[config.mk]
export PLATFORM = sky130hd
export DESIGN_NAME = axi_mem_slave_plug_flat
export DESIGN_NICKNAME = d
export VERILOG_FILES = /design/src/rtl/axi_mem_slave_plug_if.sv /design/src/rtl/axi_mem_slave_plug.sv /design/src/flat_wrapper.sv
export SDC_FILE = /design/constraint.sdc
export NUM_CORES = 1
export LEC_CHECK = 0
export BUFFER_PORTS_ARGS = -buffer_cell sky130_fd_sc_hd__buf_4
export CAP_MARGIN = 10
export CORE_AREA = 2 2 151 153
export CTS_CLUSTER_DIAMETER = 40
export DETAILED_ROUTE_END_ITERATION = 16
export DIE_AREA = 0 0 153 155
export PLACE_DENSITY_LB_ADDON = 0.1
export SETUP_SLACK_MARGIN = 0.05
export SYNTH_ARGS = -nofsm -noshare
export SYNTH_HDL_FRONTEND = slang
export SYNTH_SLANG_ARGS = --single-unit
[constraint.sdc]
create_clock -name axi_aclk -period 2 [get_ports axi_aclk]
set_input_delay 0.2 -clock axi_aclk [delete_from_list [all_inputs] [get_ports axi_aclk]]
set_output_delay 0.2 -clock axi_aclk [all_outputs]
set_load 0.02 [all_outputs]
[src/rtl/axi_mem_slave_plug_if.sv]
// axi_mem_slave_plug_if: AXI4 slave channels plus the SRAM-style memory port of axi_mem_slave_plug
interface axi_mem_slave_plug_if #(
  parameter int AXI_ADDR_WIDTH = 32,
  parameter int AXI_DATA_WIDTH = 64,
  parameter int AXI_ID_WIDTH = 3,
  parameter int MEM_ADDR_WIDTH = 10
);
  localparam int DB = AXI_DATA_WIDTH / 8;
  logic axi_slave_aw_valid, axi_slave_aw_ready;
  logic [AXI_ADDR_WIDTH-1:0] axi_slave_aw_addr;
  logic [7:0] axi_slave_aw_len;
  logic [AXI_ID_WIDTH-1:0] axi_slave_aw_id;
  logic axi_slave_ar_valid, axi_slave_ar_ready;
  logic [AXI_ADDR_WIDTH-1:0] axi_slave_ar_addr;
  logic [7:0] axi_slave_ar_len;
  logic [AXI_ID_WIDTH-1:0] axi_slave_ar_id;
  logic axi_slave_w_valid, axi_slave_w_ready;
  logic [AXI_DATA_WIDTH-1:0] axi_slave_w_data;
  logic [DB-1:0] axi_slave_w_strb;
  logic axi_slave_r_valid, axi_slave_r_ready, axi_slave_r_last;
  logic [AXI_DATA_WIDTH-1:0] axi_slave_r_data;
  logic [1:0] axi_slave_r_resp;
  logic [AXI_ID_WIDTH-1:0] axi_slave_r_id;
  logic axi_slave_b_valid, axi_slave_b_ready;
  logic [1:0] axi_slave_b_resp;
  logic [AXI_ID_WIDTH-1:0] axi_slave_b_id;
  logic mem_req, mem_we;
  logic [MEM_ADDR_WIDTH-1:0] mem_addr;
  logic [AXI_DATA_WIDTH-1:0] mem_wdata, mem_rdata;
  logic [DB-1:0] mem_be;
  modport slave (
    input axi_slave_aw_valid, axi_slave_aw_addr, axi_slave_aw_len, axi_slave_aw_id,
    input axi_slave_ar_valid, axi_slave_ar_addr, axi_slave_ar_len, axi_slave_ar_id,
    input axi_slave_w_valid, axi_slave_w_data, axi_slave_w_strb,
    input axi_slave_r_ready, axi_slave_b_ready, mem_rdata,
    output axi_slave_aw_ready, axi_slave_ar_ready, axi_slave_w_ready,
    output axi_slave_r_valid, axi_slave_r_data, axi_slave_r_resp, axi_slave_r_last, axi_slave_r_id,
    output axi_slave_b_valid, axi_slave_b_resp, axi_slave_b_id,
    output mem_req, mem_we, mem_addr, mem_wdata, mem_be
  );
  modport master (
    output axi_slave_aw_valid, axi_slave_aw_addr, axi_slave_aw_len, axi_slave_aw_id,
    output axi_slave_ar_valid, axi_slave_ar_addr, axi_slave_ar_len, axi_slave_ar_id,
    output axi_slave_w_valid, axi_slave_w_data, axi_slave_w_strb,
    output axi_slave_r_ready, axi_slave_b_ready, mem_rdata,
    input axi_slave_aw_ready, axi_slave_ar_ready, axi_slave_w_ready,
    input axi_slave_r_valid, axi_slave_r_data, axi_slave_r_resp, axi_slave_r_last, axi_slave_r_id,
    input axi_slave_b_valid, axi_slave_b_resp, axi_slave_b_id,
    input mem_req, mem_we, mem_addr, mem_wdata, mem_be
  );
endinterface

[src/rtl/axi_mem_slave_plug.sv]
// axi_mem_slave_plug: AXI4 INCR burst responder onto a 1-cycle-latency SRAM port; define AXI_SLV_RANGE_CHK_EN for out-of-range SLVERR
module axi_mem_slave_plug #(
  parameter int AXI_ADDR_WIDTH = 32,
  parameter int AXI_DATA_WIDTH = 64,
  parameter int AXI_ID_WIDTH = 3,
  parameter int MEM_ADDR_WIDTH = 10
) (
  input logic axi_aclk,
  input logic axi_areset,
  axi_mem_slave_plug_if.slave bus
);
  localparam int DB = AXI_DATA_WIDTH / 8;
  localparam int LB = $clog2(DB);
  typedef enum logic [1:0] {IDLE, WRITE, WRESP, READ} state_t;
  state_t r_state, w_next;
  logic r_prio_wr, r_inflight, r_oor, r_last_pend, r_err, r_rvalid, r_rlast;
  logic [AXI_ADDR_WIDTH-1:0] r_addr;
  logic [7:0] r_len;
  logic [AXI_ID_WIDTH-1:0] r_txn_id;
  logic [8:0] r_cnt;
  logic [AXI_DATA_WIDTH-1:0] r_rdata;
  logic [1:0] r_rresp;
  logic w_both, w_grant_w, w_grant_r, w_wbeat, w_rissue, w_last, w_in_range, w_req;
`ifdef AXI_SLV_RANGE_CHK_EN
  assign w_in_range = (r_addr >> (MEM_ADDR_WIDTH + LB)) == '0;
`else
  assign w_in_range = 1'b1;
`endif
  // priority only flips when both requests contend
  assign w_both = bus.axi_slave_aw_valid && bus.axi_slave_ar_valid;
  assign w_grant_w = r_state == IDLE && bus.axi_slave_aw_valid && (!bus.axi_slave_ar_valid || r_prio_wr);
  assign w_grant_r = r_state == IDLE && bus.axi_slave_ar_valid && !w_grant_w;
  assign w_wbeat = r_state == WRITE && bus.axi_slave_w_valid;
  assign w_rissue = r_state == READ && !r_inflight && (!r_rvalid || bus.axi_slave_r_ready) && r_cnt <= {1'b0, r_len};
  assign w_last = r_cnt[7:0] == r_len;
  assign w_req = (w_wbeat || w_rissue) && w_in_range;
  always_comb begin
    w_next = r_state;
    if (w_grant_w) w_next = WRITE;
    else if (w_grant_r) w_next = READ;
    else if (w_wbeat && w_last) w_next = WRESP;
    else if (r_state == WRESP && bus.axi_slave_b_ready) w_next = IDLE;
    else if (r_state == READ && r_rvalid && bus.axi_slave_r_ready && r_rlast) w_next = IDLE;
    bus.axi_slave_aw_ready = w_grant_w;
    bus.axi_slave_ar_ready = w_grant_r;
    bus.axi_slave_w_ready = r_state == WRITE;
    bus.axi_slave_b_valid = r_state == WRESP;
    bus.axi_slave_b_resp = r_state == WRESP ? {r_err, 1'b0} : 2'b00;
    bus.axi_slave_b_id = r_state == WRESP ? r_txn_id : '0;
    bus.axi_slave_r_valid = r_rvalid;
    bus.axi_slave_r_data = r_rdata;
    bus.axi_slave_r_resp = r_rresp;
    bus.axi_slave_r_last = r_rvalid && r_rlast;
    bus.axi_slave_r_id = r_rvalid ? r_txn_id : '0;
    bus.mem_req = w_req;
    bus.mem_we = w_req && w_wbeat;
    bus.mem_addr = w_req ? r_addr[MEM_ADDR_WIDTH+LB-1:LB] : '0;
    bus.mem_wdata = w_req && w_wbeat ? bus.axi_slave_w_data : '0;
    bus.mem_be = !w_req ? '0 : w_wbeat ? bus.axi_slave_w_strb : '1;
  end
  always_ff @(posedge axi_aclk) begin
    if (axi_areset) begin
      r_state <= IDLE;
      r_prio_wr <= 1'b1;
      r_inflight <= 1'b0;
      r_oor <= 1'b0;
      r_last_pend <= 1'b0;
      r_err <= 1'b0;
      r_rvalid <= 1'b0;
      r_rlast <= 1'b0;
      r_addr <= '0;
      r_len <= '0;
      r_txn_id <= '0;
      r_cnt <= '0;
      r_rdata <= '0;
      r_rresp <= '0;
    end else begin
      r_state <= w_next;
      r_inflight <= w_rissue;
      if (w_grant_w || w_grant_r) begin
        r_addr <= w_grant_w ? bus.axi_slave_aw_addr : bus.axi_slave_ar_addr;
        r_len <= w_grant_w ? bus.axi_slave_aw_len : bus.axi_slave_ar_len;
        r_txn_id <= w_grant_w ? bus.axi_slave_aw_id : bus.axi_slave_ar_id;
        r_cnt <= '0;
        r_err <= 1'b0;
        if (w_both) r_prio_wr <= !w_grant_w;
      end
      if (w_wbeat || w_rissue) begin
        r_addr <= r_addr + AXI_ADDR_WIDTH'(DB);
        r_cnt <= r_cnt + 9'd1;
      end
      if (w_wbeat && !w_in_range) r_err <= 1'b1;
      if (w_rissue) begin
        r_oor <= !w_in_range;
        r_last_pend <= w_last;
      end
      // a read is only issued once the previous beat is consumed, so capture never overwrites a pending beat
      if (r_inflight) begin
        r_rvalid <= 1'b1;
        r_rdata <= r_oor ? '0 : bus.mem_rdata;
        r_rresp <= r_oor ? 2'b10 : 2'b00;
        r_rlast <= r_last_pend;
      end else if (r_rvalid && bus.axi_slave_r_ready) begin
        r_rvalid <= 1'b0;
      end
    end
  end
endmodule

[src/flat_wrapper.sv]
// flat-port wrapper written by rule: the top's interface ports become plain ports
module axi_mem_slave_plug_flat 
#(
  parameter int AXI_ADDR_WIDTH = 32,
  parameter int AXI_DATA_WIDTH = 64,
  parameter int AXI_ID_WIDTH = 3,
  parameter int MEM_ADDR_WIDTH = 10
)
  (axi_aclk, axi_areset, bus_axi_slave_aw_valid, bus_axi_slave_aw_addr, bus_axi_slave_aw_len, bus_axi_slave_aw_id, bus_axi_slave_ar_valid, bus_axi_slave_ar_addr, bus_axi_slave_ar_len, bus_axi_slave_ar_id, bus_axi_slave_w_valid, bus_axi_slave_w_data, bus_axi_slave_w_strb, bus_axi_slave_r_ready, bus_axi_slave_b_ready, bus_mem_rdata, bus_axi_slave_aw_ready, bus_axi_slave_ar_ready, bus_axi_slave_w_ready, bus_axi_slave_r_valid, bus_axi_slave_r_data, bus_axi_slave_r_resp, bus_axi_slave_r_last, bus_axi_slave_r_id, bus_axi_slave_b_valid, bus_axi_slave_b_resp, bus_axi_slave_b_id, bus_mem_req, bus_mem_we, bus_mem_addr, bus_mem_wdata, bus_mem_be);
  axi_mem_slave_plug_if #(.AXI_ADDR_WIDTH(AXI_ADDR_WIDTH), .AXI_DATA_WIDTH(AXI_DATA_WIDTH), .AXI_ID_WIDTH(AXI_ID_WIDTH), .MEM_ADDR_WIDTH(MEM_ADDR_WIDTH)) bus_i ();
  input logic axi_aclk;
  input logic axi_areset;
  input wire logic [$bits(bus_i.axi_slave_aw_valid)-1:0] bus_axi_slave_aw_valid;
  input wire logic [$bits(bus_i.axi_slave_aw_addr)-1:0] bus_axi_slave_aw_addr;
  input wire logic [$bits(bus_i.axi_slave_aw_len)-1:0] bus_axi_slave_aw_len;
  input wire logic [$bits(bus_i.axi_slave_aw_id)-1:0] bus_axi_slave_aw_id;
  input wire logic [$bits(bus_i.axi_slave_ar_valid)-1:0] bus_axi_slave_ar_valid;
  input wire logic [$bits(bus_i.axi_slave_ar_addr)-1:0] bus_axi_slave_ar_addr;
  input wire logic [$bits(bus_i.axi_slave_ar_len)-1:0] bus_axi_slave_ar_len;
  input wire logic [$bits(bus_i.axi_slave_ar_id)-1:0] bus_axi_slave_ar_id;
  input wire logic [$bits(bus_i.axi_slave_w_valid)-1:0] bus_axi_slave_w_valid;
  input wire logic [$bits(bus_i.axi_slave_w_data)-1:0] bus_axi_slave_w_data;
  input wire logic [$bits(bus_i.axi_slave_w_strb)-1:0] bus_axi_slave_w_strb;
  input wire logic [$bits(bus_i.axi_slave_r_ready)-1:0] bus_axi_slave_r_ready;
  input wire logic [$bits(bus_i.axi_slave_b_ready)-1:0] bus_axi_slave_b_ready;
  input wire logic [$bits(bus_i.mem_rdata)-1:0] bus_mem_rdata;
  output wire logic [$bits(bus_i.axi_slave_aw_ready)-1:0] bus_axi_slave_aw_ready;
  output wire logic [$bits(bus_i.axi_slave_ar_ready)-1:0] bus_axi_slave_ar_ready;
  output wire logic [$bits(bus_i.axi_slave_w_ready)-1:0] bus_axi_slave_w_ready;
  output wire logic [$bits(bus_i.axi_slave_r_valid)-1:0] bus_axi_slave_r_valid;
  output wire logic [$bits(bus_i.axi_slave_r_data)-1:0] bus_axi_slave_r_data;
  output wire logic [$bits(bus_i.axi_slave_r_resp)-1:0] bus_axi_slave_r_resp;
  output wire logic [$bits(bus_i.axi_slave_r_last)-1:0] bus_axi_slave_r_last;
  output wire logic [$bits(bus_i.axi_slave_r_id)-1:0] bus_axi_slave_r_id;
  output wire logic [$bits(bus_i.axi_slave_b_valid)-1:0] bus_axi_slave_b_valid;
  output wire logic [$bits(bus_i.axi_slave_b_resp)-1:0] bus_axi_slave_b_resp;
  output wire logic [$bits(bus_i.axi_slave_b_id)-1:0] bus_axi_slave_b_id;
  output wire logic [$bits(bus_i.mem_req)-1:0] bus_mem_req;
  output wire logic [$bits(bus_i.mem_we)-1:0] bus_mem_we;
  output wire logic [$bits(bus_i.mem_addr)-1:0] bus_mem_addr;
  output wire logic [$bits(bus_i.mem_wdata)-1:0] bus_mem_wdata;
  output wire logic [$bits(bus_i.mem_be)-1:0] bus_mem_be;
  assign bus_i.axi_slave_aw_valid = bus_axi_slave_aw_valid;
  assign bus_i.axi_slave_aw_addr = bus_axi_slave_aw_addr;
  assign bus_i.axi_slave_aw_len = bus_axi_slave_aw_len;
  assign bus_i.axi_slave_aw_id = bus_axi_slave_aw_id;
  assign bus_i.axi_slave_ar_valid = bus_axi_slave_ar_valid;
  assign bus_i.axi_slave_ar_addr = bus_axi_slave_ar_addr;
  assign bus_i.axi_slave_ar_len = bus_axi_slave_ar_len;
  assign bus_i.axi_slave_ar_id = bus_axi_slave_ar_id;
  assign bus_i.axi_slave_w_valid = bus_axi_slave_w_valid;
  assign bus_i.axi_slave_w_data = bus_axi_slave_w_data;
  assign bus_i.axi_slave_w_strb = bus_axi_slave_w_strb;
  assign bus_i.axi_slave_r_ready = bus_axi_slave_r_ready;
  assign bus_i.axi_slave_b_ready = bus_axi_slave_b_ready;
  assign bus_i.mem_rdata = bus_mem_rdata;
  assign bus_axi_slave_aw_ready = bus_i.axi_slave_aw_ready;
  assign bus_axi_slave_ar_ready = bus_i.axi_slave_ar_ready;
  assign bus_axi_slave_w_ready = bus_i.axi_slave_w_ready;
  assign bus_axi_slave_r_valid = bus_i.axi_slave_r_valid;
  assign bus_axi_slave_r_data = bus_i.axi_slave_r_data;
  assign bus_axi_slave_r_resp = bus_i.axi_slave_r_resp;
  assign bus_axi_slave_r_last = bus_i.axi_slave_r_last;
  assign bus_axi_slave_r_id = bus_i.axi_slave_r_id;
  assign bus_axi_slave_b_valid = bus_i.axi_slave_b_valid;
  assign bus_axi_slave_b_resp = bus_i.axi_slave_b_resp;
  assign bus_axi_slave_b_id = bus_i.axi_slave_b_id;
  assign bus_mem_req = bus_i.mem_req;
  assign bus_mem_we = bus_i.mem_we;
  assign bus_mem_addr = bus_i.mem_addr;
  assign bus_mem_wdata = bus_i.mem_wdata;
  assign bus_mem_be = bus_i.mem_be;
  axi_mem_slave_plug #(.AXI_ADDR_WIDTH(AXI_ADDR_WIDTH), .AXI_DATA_WIDTH(AXI_DATA_WIDTH), .AXI_ID_WIDTH(AXI_ID_WIDTH), .MEM_ADDR_WIDTH(MEM_ADDR_WIDTH)) u_core (.axi_aclk(axi_aclk), .axi_areset(axi_areset), .bus(bus_i));
endmodule
Word level (Yosys, flattened, before mapping)
Index checks and enable logic that the tools add are counted.

operators by class
  eq/ne operators = 4
  multiply operators = 0
  $add $sub $neg = 2
  reduce and logical (&&, ||, !) cells = 32
  magnitude comparators = 1
  bitwise logic cells = 0
  muxes and demuxes = 20
  shift-type cells = 0
  divide/modulo/power cells = 0

operator list
  operator                                                          number
  32-bit two-way mux                                                3
  64-bit two-way mux                                                1
  32-bit by 4-bit adder with 32-bit output (second input constant)  1
  8-bit two-way mux                                                 3
  9-bit two-way mux                                                 2
  1-bit logical AND                                                 17
  10-bit two-way mux                                                1
  9-bit by 1-bit adder with 9-bit output (second input constant)    1
  9-bit by 8-bit less-or-equal comparator with 1-bit output         1
  3-bit two-way mux                                                 3
  8-bit == test                                                     1
  2-bit two-way mux                                                 4
  5-bit nonzero test                                                1
  2-bit == test (second input constant)                             2
  1-bit zero test                                                   4
  1-bit logical OR                                                  4
  2-bit nonzero test                                                2
  4-bit nonzero test                                                1
  1-bit two-way mux                                                 3
  2-bit by 1-bit == test with 1-bit output (second input constant)  1
  2-bit zero test                                                   1
  2-bit AND reduction                                               1
  2-bit OR reduction                                                1

word-level totals
  flip-flop bits (word level) = 123
  bits in read-only memories = 0
  bits in writable memories = 0
  input port bits = 229
  memories = 0
  latch bits = 0
  logic and storage cells = 71
  output and inout port bits = 164

Longest topological paths before layout
  depth after elaboration = 9
  depth in mapped cells = 9
  gate-level depth less buffers = 9

Worst setup path before layout
OpenSTA, ideal clock, no wires.

  path kind = flip-flop to output port
  start point = register u_core.r_cnt[6]
  end point = output port bus_mem_addr[1]
  data arrival time = 2.124 ns
  path buffers = 0
  setup slack = -0.324 ns
  cell stages (with the launch flop) = 8
  required time = 1.800 ns
  path through = dfxtp_1 ha_1 nand3_2 or3_4 a211oi_4 nor2_4 inv_1 and2_1

on the way
  longest elaborated chain between the ends = 4

RTL lines
  element                                                    line                      RTL
  start, declared                                            axi_mem_slave_plug.sv:20  logic [8:0] r_cnt;
  start signal, assigned                                     axi_mem_slave_plug.sv:90  r_cnt <= r_cnt + 9'd1;
  9-bit by 8-bit less-or-equal comparator with 1-bit output  axi_mem_slave_plug.sv:34  assign w_rissue = r_state == READ && !r_inflight && (!r_rvalid || bus.axi_slave_r_ready) && r_cnt <= {1'b0, r_ ...
  1-bit logical AND                                          axi_mem_slave_plug.sv:34
  1-bit logical OR                                           axi_mem_slave_plug.sv:36  assign w_req = (w_wbeat || w_rissue) && w_in_range;
  net bus_mem_req                                            flat_wrapper.sv:38        output wire logic [$bits(bus_i.mem_req)-1:0] bus_mem_req;
  10-bit two-way mux                                         axi_mem_slave_plug.sv:57  bus.mem_addr = w_req ? r_addr[MEM_ADDR_WIDTH+LB-1:LB] : '0;
  end, declared                                              flat_wrapper.sv:40        output wire logic [$bits(bus_i.mem_addr)-1:0] bus_mem_addr;

The timed path passes the listed nets, and every way through them passes these cells.

Worst setup path after layout
  start point = register u_core.r_len[3]
  end point = output port bus_mem_be[6]

on the way
  longest elaborated chain between the ends = 4

RTL lines
  element                                                    line                      RTL
  start, declared                                            axi_mem_slave_plug.sv:18  logic [7:0] r_len;
  start signal, assigned                                     axi_mem_slave_plug.sv:82  r_len <= w_grant_w ? bus.axi_slave_aw_len : bus.axi_slave_ar_len;
  9-bit by 8-bit less-or-equal comparator with 1-bit output  axi_mem_slave_plug.sv:34
  1-bit logical AND                                          axi_mem_slave_plug.sv:34
  1-bit logical OR                                           axi_mem_slave_plug.sv:36
  8-bit two-way mux                                          axi_mem_slave_plug.sv:59  bus.mem_be = !w_req ? '0 : w_wbeat ? bus.axi_slave_w_strb : '1;
  end, declared                                              flat_wrapper.sv:42        output wire logic [$bits(bus_i.mem_be)-1:0] bus_mem_be;

Every way passes these cells.

==> key figures <==
Status
  • Outcome: complete, but fails checks
  • Failing checks: setup timing

Timing
  • Min cycle time layout: between 2 and 3 ns
  • Setup TNS: -15.03 ns
  • Worst-Margin Slew: 1.13 ns
  • Final setup viols: 39
  • Worst Skew: about 0.011 ns
  • RSZ-0062 raised after global routing: yes
  • Tcrit/Tclk final: 132%
  • Slew Limit Fails: 0
  • Final hold violations: 0
  • Slew margin rel.: between 20 and 25%
  • Min Hold Slack: 0.0640 ns
  • Setup ws final: -0.649 ns
  • F_max: 0.378 GHz

Yosys
  • Post-synthesis cell type count: 50
  • Register bit count reported by yosys: roughly 100
  • Prevailing post-synth register cell: dfxtp_1
  • Seq/Total Area, Yosys: about two fifths
  • Synth Cell Area: around 5200 um^2
  • Gate Count Post-Synth: just over 600
  • Post-Syn Area per Cell: 8.44 um^2
  • Async S/R FF share, synth: 0%
  • Yosys warns: 0
  • EDFF count, synth: 0

Critical path
  • Crit path cell chain: inv_2 -> ha_4 -> nand3_4 -> or3_4 -> a211oi_4 -> nor2_4 -> buf_4 -> buf_12 -> nor2_2 -> buf_4
  • Startpoint types: flop
  • Crit path DAT: around 2.5 ns
  • Slowest CP cell: or3_4
  • CP Capture Type: output port
  • Critical path buffers and inverters: 4
  • Worst Path Max Fanout: 10
  • Critical Path RT: around 1.8 ns
  • Reg2reg setup slack: -0.33 ns
  • R2r startpoint: u_core.r_len[3]
  • Reg2reg path depth: 12
  • Reg-to-Reg End: u_core.r_addr[11]
  • Critical path class: reg -> out
  • Slowest stage delay, CP: roughly 0.4 ns
  • Cell mode on critical path: buf_4
  • Cell family with most CP delay: simple AND/OR/NAND/NOR gates

Routing
  • Antenna-violating nets left: 0
  • DRT iter0 DRCs: approximately 250
  • Wirelength, routed: 23500 um
  • Routed len/inst: ~19 um
  • Via density: 4.58
  • Pre-Repair DR Iteration Count: 4
  • Via count: about 5.8k
  • DRC Markers: 0

Final layout
  • Layout area overhead: 77.5%
  • Final Instance Count excl. Fillers: between 1k and 1.5k
  • Final instance area: 9230 um^2
  • Number of diodes: 0
  • Post-layout nets: 1221
  • Share of layout cells above drive strength 1: between 50% and 60%

CTS
  • CTS buffer count: 9
  • Root Buffer: clkbuf_16
  • H-tree Lvls: 3
  • Worst skew pair latency: between 0.3 and 0.4 ns
  • TritonCTS Sinks: 101
  • Clock transition at the registers of the reported paths: 0.08 ns
  • Clk buf depth: 2
  • CTS tree: done

Placed design
  • Placed Instance Area: about 8400 um^2
  • Post-DP HPWL: about 18000 um
  • Placed Cells: between 1k and 1.5k
  • IO buf count: between 300 and 400
  • GP Congestion: approximately 0.80

Power
  • Leak pwr: between 4 and 5 nW
  • Pwr/cell area: ~630 nW/um^2
  • Max IR drop VDD: 0.344 mV
  • Total power: roughly 5.8 mW

Hold path
  • Hold WC Path Type: in -> reg
  • Hold EP: u_core.r_len[0]
  • HP Start: axi_areset
  • Hold path depth: 2

Floorplan
  • Initial Util: a little under a quarter
  • Die Area: around 24000 um^2
  • Row count: 55
  • Chip Height: between 150 and 200 um
  • Core area: 22200 um^2
  • I/O pins: around 400
  • Die Span X: 153 um

GRT
  • Initial antenna violation count: 0
  • All-Layer GR Usage: between 10% and 20%
  • Largest net degree at the start of global routing: 81
  • Global-route wire length before repair: between 30000 and 40000 um
  • Congestion Overflow GR: 0
  • Vias in the first global route: 5699

Run
  • Maximum Capacitance Violations: 0
power breakdown:
group          switching, mW  internal (mW)  total [mW]
clock network          0.917          0.880        1.80
logic                  0.904          0.884        1.79
registers             0.0868           2.10        2.19
stage by stage:
stage | worst slack [ns] | util, %
2_1_floorplan | -0.179 | -
3_3_place_gp | -0.341 | 37.9
3_5_place_dp | -0.346 | 37.9
4_1_cts | -0.619 | 40.4
5_1_grt | -0.725 | 41.5
6_report | -0.649 | 41.5
Yosys cell counts (2+ instances only):
master	instances	area share (%)
a211oi_1	3	0.43
and3_1	74	8.9
buf_6	3	0.65
a2111oi_0	2	0.34
a311oi_1	12	2.0
nand2b_1	2	0.24
o311ai_0	2	0.34
nor2b_1	5	0.60
clkbuf_1	31	2.2
buf_2	2	0.19
o221a_2	2	0.43
nor3b_1	6	0.87
inv_1	16	1.2
buf_1	11	0.79
o211ai_1	4	0.58
o21ai_0	12	1.2
mux2i_1	72	14
nand3_2	2	0.39
a31oi_1	8	0.96
buf_4	4	0.58
xor2_1	3	0.51
nand3_1	19	1.8
a21oi_1	9	0.87
and2_1	15	1.8
o22ai_1	7	0.84
nor3_1	11	1.1
nand2_1	39	2.8
mux2_2	2	0.43
dfxtp_1	101	39
a22o_1	2	0.34
nand4_1	3	0.36
ha_1	10	2.4
nor2_1	105	7.6
cell usage in the layout, fill, tap and decap left out, drive strengths merged, types with 10 or more instances in the layout:
cell / count
a21oi: 10
a311oi: 13
and2: 15
and3: 74
buf: 402
dfxtp: 101
ha: 10
inv: 18
mux2i: 72
nand2: 39
nand3: 21
nor2: 106
nor3: 11
o21ai: 12
state kept, by name (all words and copies together) (netlist names):
register	cells
u_core.r_len	8
u_core.bus.axi_slave_r_valid	1
u_core.r_inflight	1
u_core.r_state	2
u_core.r_rlast	1
u_core.bus.axi_slave_r_data	64
u_core.r_prio_wr	1
u_core.r_cnt	9
u_core.r_txn_id	3
u_core.r_last_pend	1
u_core.r_addr	10
worst reg2reg max path: stages (launching register included):
cell	delay, ns
dfxtp_2	0.34
inv_2	0.04
ha_4	0.28
nand3_4	0.09
o21bai_4	0.19
a311oi_4	0.31
a211oi_4	0.13
nor2_4	0.18
buf_12	0.13
clkinvlp_4	0.10
buf_4	0.15
buf_4	0.12
o311ai_2	0.19
how the worst max path moves through the flow:
stage	startpoint	depth (start not counted)	slack, ns	end
after detailed placement	u_core.r_len[1]	10	-0.35	u_core.r_addr[6]
after floorplan	u_core.r_len[2]	8	-0.18	bus_mem_addr[1]
final	u_core.r_len[3]	10	-0.65	bus_mem_be[6]
after global routing	u_core.r_len[7]	10	-0.73	bus_mem_be[3]
after CTS	u_core.r_len[3]	9	-0.62	bus_mem_addr[6]
after global placement	u_core.r_len[6]	9	-0.34	u_core.r_addr[7]
cell families after synthesis:
kind of cell / count (synthesis) / synth area share [%]
adder cells (fa/ha/maj): 10 / 2.41
AO/OA/AOI/OAI: 75 / 11.1
multiplexers: 74 / 14.3
flip-flops: 101 / 38.9
AND/OR/NAND/NOR: 285 / 27.1
buffers and inverters: 67 / 5.61
XOR/XNOR: 3 / 0.506
other: 1 / 0.0722
area by class of cell:
type | count | area [um^2]
well taps | 285 | 357
fillers | 2306 | 13000
clock buffers | 9 | 225
repair inverters | 1 | 7.51
flip-flops and latches | 101 | 2040
repair buffers | 402 | 3190
multi-input cells | 451 | 3270
clock inverters | 7 | 68.8
inverters | 16 | 63.8
metal layers:
metal	GRT usage [%]	share of wire, %	vias up	wire length (um)
met1	23.1	42	2676	9830
met5	0	0	-	0
met4	5.91	2.1	0	485
met2	31.6	49	239	11400
li1	-	-	2888	-
met3	4.93	7.6	18	1790
timing repair:
action	in CTS	in global routing
gates cloned	0	1
pin swaps	13	16
gates resized for setup	45	47
buffers inserted	8	11
hold buffers	0	0
setup endpoints to repair	42	40
Note: power is estimated with default switching activity, not from simulation.
